===== src/rtl/mem_arbiter.sv =====
// mem_arbiter: shares one single-port synchronous RAM between requesters r0 and r1.
// One access at a time: writes take 2 cycles (grant, access), reads take 3
// (grant, access, data capture), with a one-cycle rvalid pulse to the owner.
module mem_arbiter #(
   parameter int AW = 9,
   parameter int DW = 16,
   parameter bit RR = 1'b1
) (
   input  logic          clk,
   input  logic          reset,
   input  logic [2:0]    r0_cmd,
   input  logic [AW-1:0] r0_addr,
   input  logic [DW-1:0] r0_wdata,
   output logic          r0_grant,
   output logic [DW-1:0] r0_rdata,
   output logic          r0_rvalid,
   input  logic [2:0]    r1_cmd,
   input  logic [AW-1:0] r1_addr,
   input  logic [DW-1:0] r1_wdata,
   output logic          r1_grant,
   output logic [DW-1:0] r1_rdata,
   output logic          r1_rvalid,
   output logic [AW-1:0] ram_addr,
   output logic          ram_write,
   output logic [DW-1:0] ram_din,
   input  logic [DW-1:0] ram_dout,
   output logic          busy
);

   localparam logic [2:0] MREAD  = 3'b010;
   localparam logic [2:0] MWRITE = 3'b100;

   typedef enum logic [1:0] {IDLE, ACCESS, RDATA} state_t;

   state_t        state;
   logic          owner_q;     // 0 = r0, 1 = r1 owns the access in flight
   logic          last_grant;  // requester granted most recently (0 = r0, 1 = r1)

   logic          req0, req1;
   logic          win0, win1;
   logic [AW-1:0] sel_addr;
   logic [DW-1:0] sel_wdata;
   logic          sel_write;

   // Request decode, arbitration and selection of the winner's request fields.
   always_comb begin
      // NOTE: every signal gets a default first, so no path can infer a latch.
      req0      = (r0_cmd == MREAD) || (r0_cmd == MWRITE);
      req1      = (r1_cmd == MREAD) || (r1_cmd == MWRITE);
      win1      = 1'b0;
      win0      = 1'b0;
      sel_addr  = r0_addr;
      sel_wdata = r0_wdata;
      sel_write = (r0_cmd == MWRITE);
      if (state == IDLE) begin
         // On a tie, round-robin hands the slot to whoever did not win last time.
         win1 = req1 && (!req0 || (RR && !last_grant));
         win0 = req0 && !win1;
      end
      if (win1) begin
         sel_addr  = r1_addr;
         sel_wdata = r1_wdata;
         sel_write = (r1_cmd == MWRITE);
      end
   end

   assign r0_grant = win0;
   assign r1_grant = win1;
   assign busy     = (state != IDLE);

   // Access sequencer: launches the granted access and returns read data.
   always_ff @(posedge clk or posedge reset) begin
      if (reset) begin
         state      <= IDLE;
         owner_q    <= 1'b0;
         last_grant <= 1'b1;
         ram_addr   <= '0;
         ram_write  <= 1'b0;
         ram_din    <= '0;
         r0_rdata   <= '0;
         r1_rdata   <= '0;
         r0_rvalid  <= 1'b0;
         r1_rvalid  <= 1'b0;
      end else begin
         // NOTE: non-blocking assignments, so every term reads the pre-edge value.
         r0_rvalid <= 1'b0;
         r1_rvalid <= 1'b0;
         case (state)
            IDLE: begin
               if (win0 || win1) begin
                  // The RAM port registers double as the latched request.
                  owner_q    <= win1;
                  last_grant <= win1;
                  ram_addr   <= sel_addr;
                  ram_write  <= sel_write;
                  if (sel_write) ram_din <= sel_wdata;
                  state      <= ACCESS;
               end
            end
            ACCESS: begin
               // ram_write still marks this access as a write.
               ram_write <= 1'b0;
               state     <= ram_write ? IDLE : RDATA;
            end
            RDATA: begin
               if (owner_q) begin
                  r1_rdata  <= ram_dout;
                  r1_rvalid <= 1'b1;
               end else begin
                  r0_rdata  <= ram_dout;
                  r0_rvalid <= 1'b1;
               end
               state <= IDLE;
            end
            default: state <= IDLE;
         endcase
      end
   end

endmodule

===== config.mk =====
export PLATFORM = sky130hd
export DESIGN_NAME = mem_arbiter
export DESIGN_NICKNAME = d
export VERILOG_FILES = /design/src/rtl/mem_arbiter.sv
export SDC_FILE = /design/constraint.sdc
export NUM_CORES = 1
export LEC_CHECK = 0
export BUFFER_PORTS_ARGS = -buffer_cell sky130_fd_sc_hd__buf_4
export CAP_MARGIN = 0
export CELL_PAD_IN_SITES_DETAIL_PLACEMENT = 2
export CELL_PAD_IN_SITES_GLOBAL_PLACEMENT = 2
export CORE_MARGIN = 8
export CORE_UTILIZATION = 23
export DETAILED_ROUTE_END_ITERATION = 8
export PLACE_DENSITY = 0.83
export SETUP_SLACK_MARGIN = 0.2
export SLEW_MARGIN = 20
export SYNTH_ARGS = -nofsm -noshare
export SYNTH_HDL_FRONTEND = slang
export SYNTH_SLANG_ARGS = --single-unit

===== constraint.sdc =====
create_clock -name clk -period 1.89 [get_ports clk]
set_clock_uncertainty 0.1 [all_clocks]
set_input_delay 0.0945 -clock clk [delete_from_list [all_inputs] [get_ports clk]]
set_output_delay 0.0945 -clock clk [all_outputs]
set_load 0.03 [all_outputs]

; Word-level counts from Yosys, hierarchy flattened
; Index checks and enable logic that the tools add are counted.
[word_totals]
regBits = 64
latchBits = 0
mem_bits_rw = 0
rom_bits = 0
out_inout_bits = 63
elab_cells = 49
n_memories = 0
[op_classes]
addsub = 0
mul = 0
div_mod_pow = 0
n_lt_le_gt_ge = 0
n_eq_ne = 7
shifts = 0
n_mux = 14
bitwise = 1
n_reduce_logical = 17
[op_table]
columns = cell, n
row1 = 2-to-1 mux 16 bit, 1
row2 = 2-to-1 mux 9 bit, 1
row3 = 2-to-1 mux 1 bit, 8
row4 = AND reduction 2 bit, 4
row5 = "== test 3 x 2 -> 1 bit, second input constant", 2
row6 = "== test 3 bit, second input constant", 2
row7 = logical OR 1 bit, 4
row8 = 2-to-1 mux 2 bit, 2
row9 = case mux 2 bit (2 select lines), 1
row10 = nonzero test 2 bit, 2
row11 = logical NOT 1 bit, 3
row12 = AND reduction 3 bit, 1
row13 = "== test 2 x 1 -> 1 bit, second input constant", 1
row14 = "== test 2 bit, second input constant", 1
row15 = logical AND 1 bit, 2
row16 = logical NOT 2 bit, 1
row17 = "!= test 2 x 1 -> 1 bit, second input constant", 1
row18 = case mux 1 bit (2 select lines), 1
row19 = inverter 1 bit, 1

; Longest topological paths before layout
; Gate-level depths: netlist of the first run.
[depth]
word_depth = 11
mapped_depth = 7
depth_no_buf = 6

; Worst setup path after synthesis of the first run
; OpenSTA, ideal clock, no wires.
[synth_path]
path_kind = flip-flop to flip-flop
startpoint = reg state[0]
endpoint = reg ram_addr[0]
setup_ns = 0.067
t_arrival_ns = 1.651
required_time_ns = 1.723
slack_ns = 0.072
stages_incl_launch_ff = 7
path_buffers = 0
cell_sequence = dfrtp_1 -> nor2_4 -> inv_2 -> or3_1 -> nor2_4 -> a22oi_1 -> nand2_1
[synth_via]
elab_chain_len = 4
word_cells_on_any_way = 6
classes_between = mux: 3 / reduce/logical: 3
[synth_lines]
columns = element, line
row1 = from (decl), 35  ; state_t state;
row2 = from (signal assigned), 103  ; state <= ram_write ? IDLE : RDATA;
row3 = logical NOT 2 bit, 55  ; if (state == IDLE) begin
row4 = 2-to-1 mux 1 bit, 55
row5 = net r0_grant, 14  ; output logic r0_grant,
row6 = logical OR 1 bit, 90  ; if (win0 || win1) begin
row7 = AND reduction 2 bit (no line), --
row8 = to (signal assigned), 94  ; ram_addr <= sel_addr;
row9 = to (decl), 23  ; output logic [AW-1:0] ram_addr,
; The timed path passes the listed nets, and every way through them passes these cells.
; A chain may end at the register's enable or synchronous reset.

; Final worst setup path of the first run
[layout_path]
startpoint = reg state[0]
endpoint = reg ram_din[15]
[layout_via]
elab_chain_len = 4
word_cells_on_any_way = 7
classes_between = mux: 4 / reduce/logical: 3
[layout_lines]
columns = element, line
row1 = logical NOT 2 bit (*), "55, 88"
row2 = 2-to-1 mux 1 bit, 55
row3 = 2-to-1 mux 1 bit or logical OR 1 bit (tied branches), "60, 90"
row4 = AND reduction 3 bit (no line), --
row5 = to (signal assigned), 96  ; if (sel_write) ram_din <= sel_wdata;
row6 = to (decl), 25  ; output logic [DW-1:0] ram_din,
; Mark *: on every way between the ends. The rest lies on a longest branch, timed or not.

==> results of run 1 <==
[stage by stage]
| stage | util [%] | worst slack, ns | cells | hold slack [ns] |
|---|---|---|---|---|
| after floorplan | - | 0.1170 | 263 | 0.09994 |
| after global placement | 34.40 | 0.06589 | 540 | 0.06681 |
| after detailed placement | 34.40 | -0.04167 | 540 | 0.07218 |
| after CTS | 44.00 | 0.05745 | 634 | 0.07389 |
| after global routing | 48.43 | -0.1157 | 644 | 0.1169 |
| final | 48.45 | -0.07863 | 645 | 0.08521 |
[sequential cells by signal, summed over array words and instances (netlist names)]
name and count:
ram_write 1, ram_din 16, r0_rdata 16, state 2, r0_rvalid 1, owner_q 1, r1_rdata 16, ram_addr 9
last_grant 1, r1_rvalid 1
[synth_stat cells]
master / count
sky130_fd_sc_hd__a211oi_4: 1
sky130_fd_sc_hd__a21oi_1: 3
sky130_fd_sc_hd__a22oi_1: 9
sky130_fd_sc_hd__a31oi_1: 16
sky130_fd_sc_hd__buf_1: 2
sky130_fd_sc_hd__buf_2: 6
sky130_fd_sc_hd__buf_6: 1
sky130_fd_sc_hd__clkbuf_1: 1
sky130_fd_sc_hd__clkinv_2: 1
sky130_fd_sc_hd__dfrtp_1: 63
sky130_fd_sc_hd__dfstp_2: 1
sky130_fd_sc_hd__inv_1: 3
sky130_fd_sc_hd__inv_2: 4
sky130_fd_sc_hd__mux2_1: 16
sky130_fd_sc_hd__nand2_1: 100
sky130_fd_sc_hd__nand2_4: 1
sky130_fd_sc_hd__nand3_1: 1
sky130_fd_sc_hd__nand3b_1: 1
sky130_fd_sc_hd__nand4_1: 2
sky130_fd_sc_hd__nor2_1: 16
sky130_fd_sc_hd__nor2_4: 2
sky130_fd_sc_hd__nor2b_1: 1
sky130_fd_sc_hd__nor3_1: 1
sky130_fd_sc_hd__nor3_4: 1
sky130_fd_sc_hd__nor3b_1: 2
sky130_fd_sc_hd__nor4_1: 1
sky130_fd_sc_hd__o211ai_1: 1
sky130_fd_sc_hd__o21ai_0: 1
sky130_fd_sc_hd__o311ai_1: 1
sky130_fd_sc_hd__or3_1: 1
sky130_fd_sc_hd__xnor2_1: 2
sky130_fd_sc_hd__xor2_1: 1
[critical path: stages (launching register included)]
cell,delay [ns]
sky130_fd_sc_hd__dfrtp_2,0.46
sky130_fd_sc_hd__nor4_4,0.40
sky130_fd_sc_hd__o311ai_4,0.16
sky130_fd_sc_hd__nand4_1,0.15
sky130_fd_sc_hd__buf_6,0.17
sky130_fd_sc_hd__buf_12,0.17
sky130_fd_sc_hd__nor2_4,0.04
sky130_fd_sc_hd__a31oi_1,0.20
[final cells by class]
cell class / count / area (um^2)
antenna: 1 / 2.502
clock buffer: 12 / 246.5
clock inverter: 4 / 20.02
fill: 1163 / 5861
inverter: 8 / 51.30
multi-input combinational: 181 / 1333
sequential: 64 / 1605
tap: 143 / 178.9
timing repair buffer: 231 / 2063
timing repair inverter: 1 / 8.758
[power breakdown]
part           switching (mW)  leakage [nW]  total [mW]  internal [mW]
clock                   0.613         0.136        1.53          0.915
combinational            2.82          1.66        4.79           1.97
sequential              0.523         0.761        2.57           2.05
total                    3.96          2.56        8.89           4.93
[layer usage]
layer  share of wire, %  up-vias  track usage (%)
li1                   -     1346                -
met1                 36     1497            17.35
met2                 56      110            33.85
met3                6.1       22            5.576
met4                2.0        0            6.170
met5                  0        -                0
[worst max path at each step]
stage | cells past startpoint | to | start | slack, ns
floorplan | 6 | ram_addr[0] | state[1] | 0.12
global placement | 5 | r1_grant | last_grant | 0.07
detailed placement | 6 | ram_din[13] | last_grant | -0.04
CTS | 5 | r0_grant | state[0] | 0.06
global route | 7 | ram_din[15] | state[0] | -0.12
finish | 7 | ram_din[15] | state[0] | -0.08
[kinds of logic (layout without fill, tap and decap cells)]
family | after synthesis | after routing | synth area share (%)
and+or+nand+nor | 130 | 130 | 20.60
DFF | 64 | 64 | 60.11
AOI/OAI and AO/OA | 32 | 32 | 8.400
buffers and inverters | 18 | 256 | 3.144
muxes | 16 | 16 | 6.757
xor gates and xnor gates | 3 | 3 | 0.9856
other | 0 | 1 | 0
[what timing repair did]
action                                  in CTS  in global routing
endpoints found under the setup margin      28                 41
pin swaps                                    3                 20
endpoints found under the hold margin      120                  0
cloned                                       2                  4
hold buffers                                67                  0
resized for setup                           11                 74
setup buffers                                9                  6
==> flow_results.org, run 1 <==
** Power
- Peak supply drop :: about 700 uV
- Pwr/cell area :: about 1600 nW/um^2
- Leakage dissipation :: about 2.6 nW
- Total power for the finished layout comes to between 8 and 9 mW.

** Die
- The initialized floorplan defines 39 standard-cell rows.
- The die covers ~15000 um^2.
- between 100 and 150 I/O pins were placed.
- Area of the core :: 11370 um^2
- The floorplan step set the die height to between 100 and 150 um.
- Initial cell density of the core :: 23.45%
- Die Width :: about 120 um

** Global route
- Wire length of the first global-routing pass :: approximately 20 mm
- Across every metal layer, demand over resource in global routing totals 17.63%.
- Number of global-route vias before repair :: approximately 3600
- Final global-route overflow total :: 0
- The initial antenna violation count is 0.
- Entering global routing, the biggest net connects 38 pins.

** Synth
- After synthesis, flip-flops and latches occupy between 60% and 70% of the total area.
- Synth Area per Inst :: between 10 and 15 um^2
- Synth top area cells :: sky130_fd_sc_hd__dfrtp_1, sky130_fd_sc_hd__nand2_1, sky130_fd_sc_hd__mux2_1
- After synthesis the netlist holds a flip-flop and latch count of between 60 and 70.
- Summing every instance area after synthesis gives ~2700 um^2.
- Post-synth top area cell :: sky130_fd_sc_hd__dfrtp_1
- Area fraction of the dominant cell type after synthesis :: 59.13%
- Counting every instance in the synthesized netlist gives 263.
- The Yosys step of the flow raised 0 warnings.
- The number of nets handed over by synthesis was around 340.
- Cell variety after synth :: 32

** Timing
- Setup violations remaining at the end of the flow were counted as 14.
- The number of failing hold endpoints at the final stage is 0.
- Setup total negative slack :: -0.3489 ns
- Of the available clock period, the critical path in the final layout requires 104.2%.
- For the finished layout, the period the worst path requires is 1.969 ns.
- Worst-Margin Slew :: 0.6435 ns
- Max_slew headroom :: 56.79%
- Number of max-slew violations in the final report :: 0
- Across all setup checks in the final design, the least slack found is -0.07863 ns.
- Maximum achievable frequency :: roughly 500 MHz
- Setup repair after global routing missed its margin :: yes

** Clock tree
- TritonCTS built the clock tree.
- Clock root buffer :: sky130_fd_sc_hd__clkbuf_16
- CTS HTree Levels :: 3
- The clock reaches the later pin of the worst-skew pair after approximately 0.32 ns.
- Clock sink total :: 64
- Clock transition at the registers of the reported paths :: about 0.06 ns
- CTS Buffer Depth :: 2
- TritonCTS created 9 clock buffers.

** Final layout
- Of the cells placed in the final design, the portion with a size suffix greater than 1 is 47.31%.
- The area growth from synthesis to layout is 106.6%.
- In the layout the commonest cells are sky130_fd_sc_hd__buf_4, sky130_fd_sc_hd__nand2_1, sky130_fd_sc_hd__dlygate4sd3_1.
- The library cell used most frequently in the layout, excluding fill and tap cells, is sky130_fd_sc_hd__buf_4.
- Final-stage net count :: 570
- With fillers left out, the area of the finished cells amounts to ~5500 um^2.

** Flow run
- The tool flagged a number of max-cap violations equal to 0.

** Place
- DP Area :: around 3900 um^2
- At the end of routability-driven placement, the weighted congestion stood at around 0.77.
- Port Buf Inserts :: 136
- Once detailed placement completed, the half-perimeter wirelength came to about 7.6 mm.

** Detailed routing
- Drt via density :: 4.612
- The final route contains 2975 vias.
- Wire length reported by the detailed router :: between 10 and 15 mm
- The first detailed-routing pass took 4 iterations.
- For this run, design rule violations remaining after detail routing come to 0.
- Remaining antenna violation count after routing :: 0
- First DRT Iteration DRCs :: between 90 and 100
- Dividing the detail-routed wire length by the instance count gives approximately 23 um.

** Worst setup path
- The worst register-to-register path begins at state[0].
- Data required time at the worst endpoint :: ~2 ns
- Critical Path AT :: between 2 and 2.5 ns
- Startpoint-to-endpoint class of the critical path :: reg2reg
- Cells on worst reg2reg path :: 7
- Reg2reg end :: ram_din[15]
- Startpoint Class :: flip-flop
- Of all nets on the critical path, the largest fanout is 8.
- Reg-to-reg slack, setup :: -0.08 ns
- The worst setup path is captured at a flip-flop.

** Worst hold path
- For hold timing, the worst endpoint is last_grant.
- The worst hold path was traced through 3 stages.
- The worst hold path belongs to the class in2reg.
- Hold_sp :: r0_cmd[0]

** Outcome
- The run finished, with violations left.
- The checks that failed: setup timing.
Note: power is estimated with default switching activity, not from simulation.
==> run 2, diff against run 1 <==
- CELL_PAD_IN_SITES_DETAIL_PLACEMENT: 2 -> default
- CELL_PAD_IN_SITES_GLOBAL_PLACEMENT: 2 -> default
- CORE_UTILIZATION: 23 -> 40
- SKIP_LAST_GASP: default -> 1
==> run 2 against run 1 <==
Effect of this change: combinational power decreased by 7.5%; largest cell class unchanged; the flow still finishes with violations (setup timing); first-iteration DRC count increased by 33%; worst setup slack improved by 0.075 ns.
==> flow_results.org, run 2 (synthesized netlist as in run 1, its figures left out) <==
** Outcome
- The run finished, with violations left.
- The checks that failed: setup timing.

** Worst setup path
- Cell type with the highest occurrence count on the critical path :: sky130_fd_sc_hd__buf_4
- The worst setup path is captured at a flip-flop.
- Data required time at the worst endpoint :: 2.04 ns (+0.03 ns)
- The setup path with the least slack is of type reg2reg.
- Critical path's largest stage delay :: 0.43 ns (-0.03 ns)
- Among cell families on the critical path, the largest total delay comes from buffers and inverters.
- Among all stages on the critical path, the largest delay is contributed by sky130_fd_sc_hd__dfrtp_2.
- The critical path buffer and inverter count came to 4 (+2).
- Traced cell by cell, the critical path runs through nor2_4, buf_4, buf_4, o211ai_1, nand4_1, buf_6, clkbuf_16, nor2_2, a31oi_1.
- Largest fanout of any net on the critical path :: 8 (unchanged)
- Startpoint Class :: flip-flop
- Critical Path AT :: 2.04 ns (-0.05 ns)

** Timing
- Number of max-slew violations in the final report :: 0 (unchanged)
- Setup-violating endpoint count in the final report :: 1 (-13)
- The minimum setup slack in the final design is -0.003612 ns (+0.07502 ns).
- The relative slew slack is 64.30% (+7.5 points).
- The setup TNS after final layout is -0.003612 ns (+0.3453 ns).
- The highest achievable clock rate was 528.1 MHz (+4.0%).
- The number of failing hold endpoints at the final stage was 0 (unchanged).
- Final cycle utilization of the critical path :: 100.2% (-4.0 points)
- Worst-Margin Slew :: 0.5316 ns (-0.1119 ns)
- Minimum clock period :: 1.894 ns (-0.07502 ns)
- Setup repair after global routing could not meet its margin everywhere.

** Global route
- The pin count of the biggest net entering global routing came to 65 (+71%).
- Initial antenna violation count :: 2 (+2)
- Wire length of the first global-routing pass :: 16.30 mm (-20%)
- The total grt overflow was 0 (unchanged).
- The total track usage is 20.95% (+3.3 points).
- The number of global-route vias before repair was 3242 (-9.1%).

** Final layout
- The final-stage net count is 564 (-1.1%).
- The number of filler instances in the final layout came to 348 (-70%).
- From synthesis to final layout, the design area changed by 91.51%.
- The library cells used most frequently in the layout, excluding fill and tap cells, are sky130_fd_sc_hd__buf_4, sky130_fd_sc_hd__nand2_1, sky130_fd_sc_hd__dlygate4sd3_1.
- Largest regs :: r0_rdata (16), r1_rdata (16), ram_din (16)
- The library cell used most frequently in the layout, excluding fill and tap cells, is sky130_fd_sc_hd__buf_4.
- The final design utilization is 79.96% (+32 points).
- Number of non-filler instances in the completed layout :: 574 (-11%)
- The fraction of final layout cells with drive strength greater than 1 came to 43.64% (-3.7 points).

** Detailed routing
- The routed wirelength normalized by instance count was 20.10 um (-11%).
- The per-cell via count in the routed design came to 5.258 (+14%).
- The overall routed net length came to 11.54 mm (-21%).
- Remaining antenna violation count after routing :: 0 (unchanged)
- Number of DRC violations after detailed routing :: 0 (unchanged)
- Drt first pass iters :: 6 (+2)
- First DRT Iteration DRCs :: 126 (+33%)
- The via count came to 3018 (+1.4%).

** Place
- Final Wtd Congestion :: 0.8599 (+12%)
- The number of placed cells counting well taps was 473 (-12%).
- Placed wire-length estimate after detailed placement :: 5.729 mm (-25%)
- The count of buffers from port buffering came to 136 (unchanged).

** Power
- The total power per unit cell area came to 1620 nW/um^2 (+0.41%).
- Peak supply drop :: 1135 uV (+63%)
- Final Total Pwr :: 8.271 mW (-6.9%)
- Leakage dissipation :: 2.466 nW (-3.7%)

** Clock tree
- The H-tree level count came to 3 (unchanged).
- CTS placed an instance of sky130_fd_sc_hd__clkbuf_8 at the clock tree root.
- CTS tree :: yes
- Clock sink total :: 64 (unchanged)
- The total clock buffers created by CTS was 9 (unchanged).
- Clock transition at the registers of the reported paths :: 0.08 ns (+0.02 ns)
- CTS Buffer Depth :: 2 (unchanged)
- The clock insertion delay at the later pin of the skew report came to 0.33 ns (about the same).

** Die
- Die boundary height :: 97.65 um (-21%)
- Number of placed I/O pins :: 137 (unchanged)
- Area of the die :: 9535 um^2 (-38%)
- Area of the core :: 6386 um^2 (-44%)
- Initial cell density of the core :: 41.75% (+18 points)
- Die Width :: 97.65 um (-21%)
- The number of rows in the core area is 29 (-26%).

** Flow run
- The number of maximum-capacitance violations was 0 (unchanged).

** Worst hold path
- Path category of the worst min-delay check :: in2reg
[run 2: changes by cell type in the layout (fill, tap and decap cells not counted), moves of 2 or more]
cell / previous run / this run
sky130_fd_sc_hd__nor2_1: 1 / 4
sky130_fd_sc_hd__a31oi_1: 4 / 15
sky130_fd_sc_hd__a31oi_4: 9 / 0
sky130_fd_sc_hd__clkbuf_16: 11 / 2
sky130_fd_sc_hd__bufinv_16: 0 / 2
sky130_fd_sc_hd__nor2_2: 6 / 4
sky130_fd_sc_hd__buf_8: 3 / 0
sky130_fd_sc_hd__buf_4: 145 / 147
sky130_fd_sc_hd__clkinv_2: 4 / 1
sky130_fd_sc_hd__buf_6: 9 / 7
sky130_fd_sc_hd__a31oi_2: 3 / 1
sky130_fd_sc_hd__clkbuf_8: 1 / 10
[run 2: tightest hold or removal path: cells and delay by family]
kind / cells / cell delay (ns)
buf+inv: 2 / 0.28
simple gates: 1 / 0.07
compound gates: 1 / 0.14
[run 2: final timing paths]
| kind | start | end | slack (ns) | cells past startpoint |
|---|---|---|---|---|
| worst max-delay path | state[1] | ram_din[6] | -0.004 | 9 |
| worst min-delay path | r0_cmd[0] | last_grant | 0.19 | 4 |
| worst max register to register | state[1] | ram_din[6] | -0.004 | 9 |
| worst min register to register | r1_rdata[6] | r1_rdata[6] | 0.38 | 2 |
| max in group asynchronous | reset | last_grant | 1.04 | 4 |
| min in group asynchronous | reset | r0_rdata[13] | 0.31 | 4 |
[run 2: routing by layer]
layer | vias to the layer above | global-route usage [%] | part of all wire (%)
met5 | - | 0 | 0
met4 | 0 | 11.42 | 3.3
met3 | 37 | 7.041 | 7.8
met2 | 180 | 36.37 | 52
met1 | 1469 | 21.72 | 37
li1 | 1332 | - | -
[run 2: power by group]
group | switching (mW) | leakage, nW | internal, mW | total, mW
combinational | 2.62 | 1.60 | 1.81 | 4.43
clock | 0.526 | 0.108 | 0.779 | 1.31
sequential | 0.492 | 0.761 | 2.04 | 2.54
total | 3.64 | 2.47 | 4.63 | 8.27
[run 2: metrics by stage]
| stage | hold WS (ns) | setup WS (ns) | instance area, um^2 |
|---|---|---|---|
| after floorplan | 0.09994 | 0.1170 | 2679 |
| after global placement | 0.1114 | 0.1486 | 3821 |
| after detailed placement | 0.1288 | 0.05725 | 3821 |
| after CTS | 0.02828 | 0.1207 | 4797 |
| after global routing | 0.2391 | -0.08043 | 5106 |
| final | 0.1918 | -0.003612 | 5106 |
[run 2: cell type report]
type	instances	area (um^2)	area share (%)
sequential	64	1605	31.44
clock buffer	13	148.9	2.916
timing repair buffer	226	1963	38.45
tap	77	96.34	1.887
antenna	2	5.005	0.09802
clock inverter	3	65.06	1.274
multi-input combinational	181	1174	22.98
inverter	8	48.80	0.9556
[run 2: timing repair]
item,in CTS,in global routing
pin swaps,5,20
hold endpoints to repair,120,0
hold buffers,67,0
setup buffers,9,4
cloned,0,3
gates resized for setup,6,52
endpoints found under the setup margin,27,44
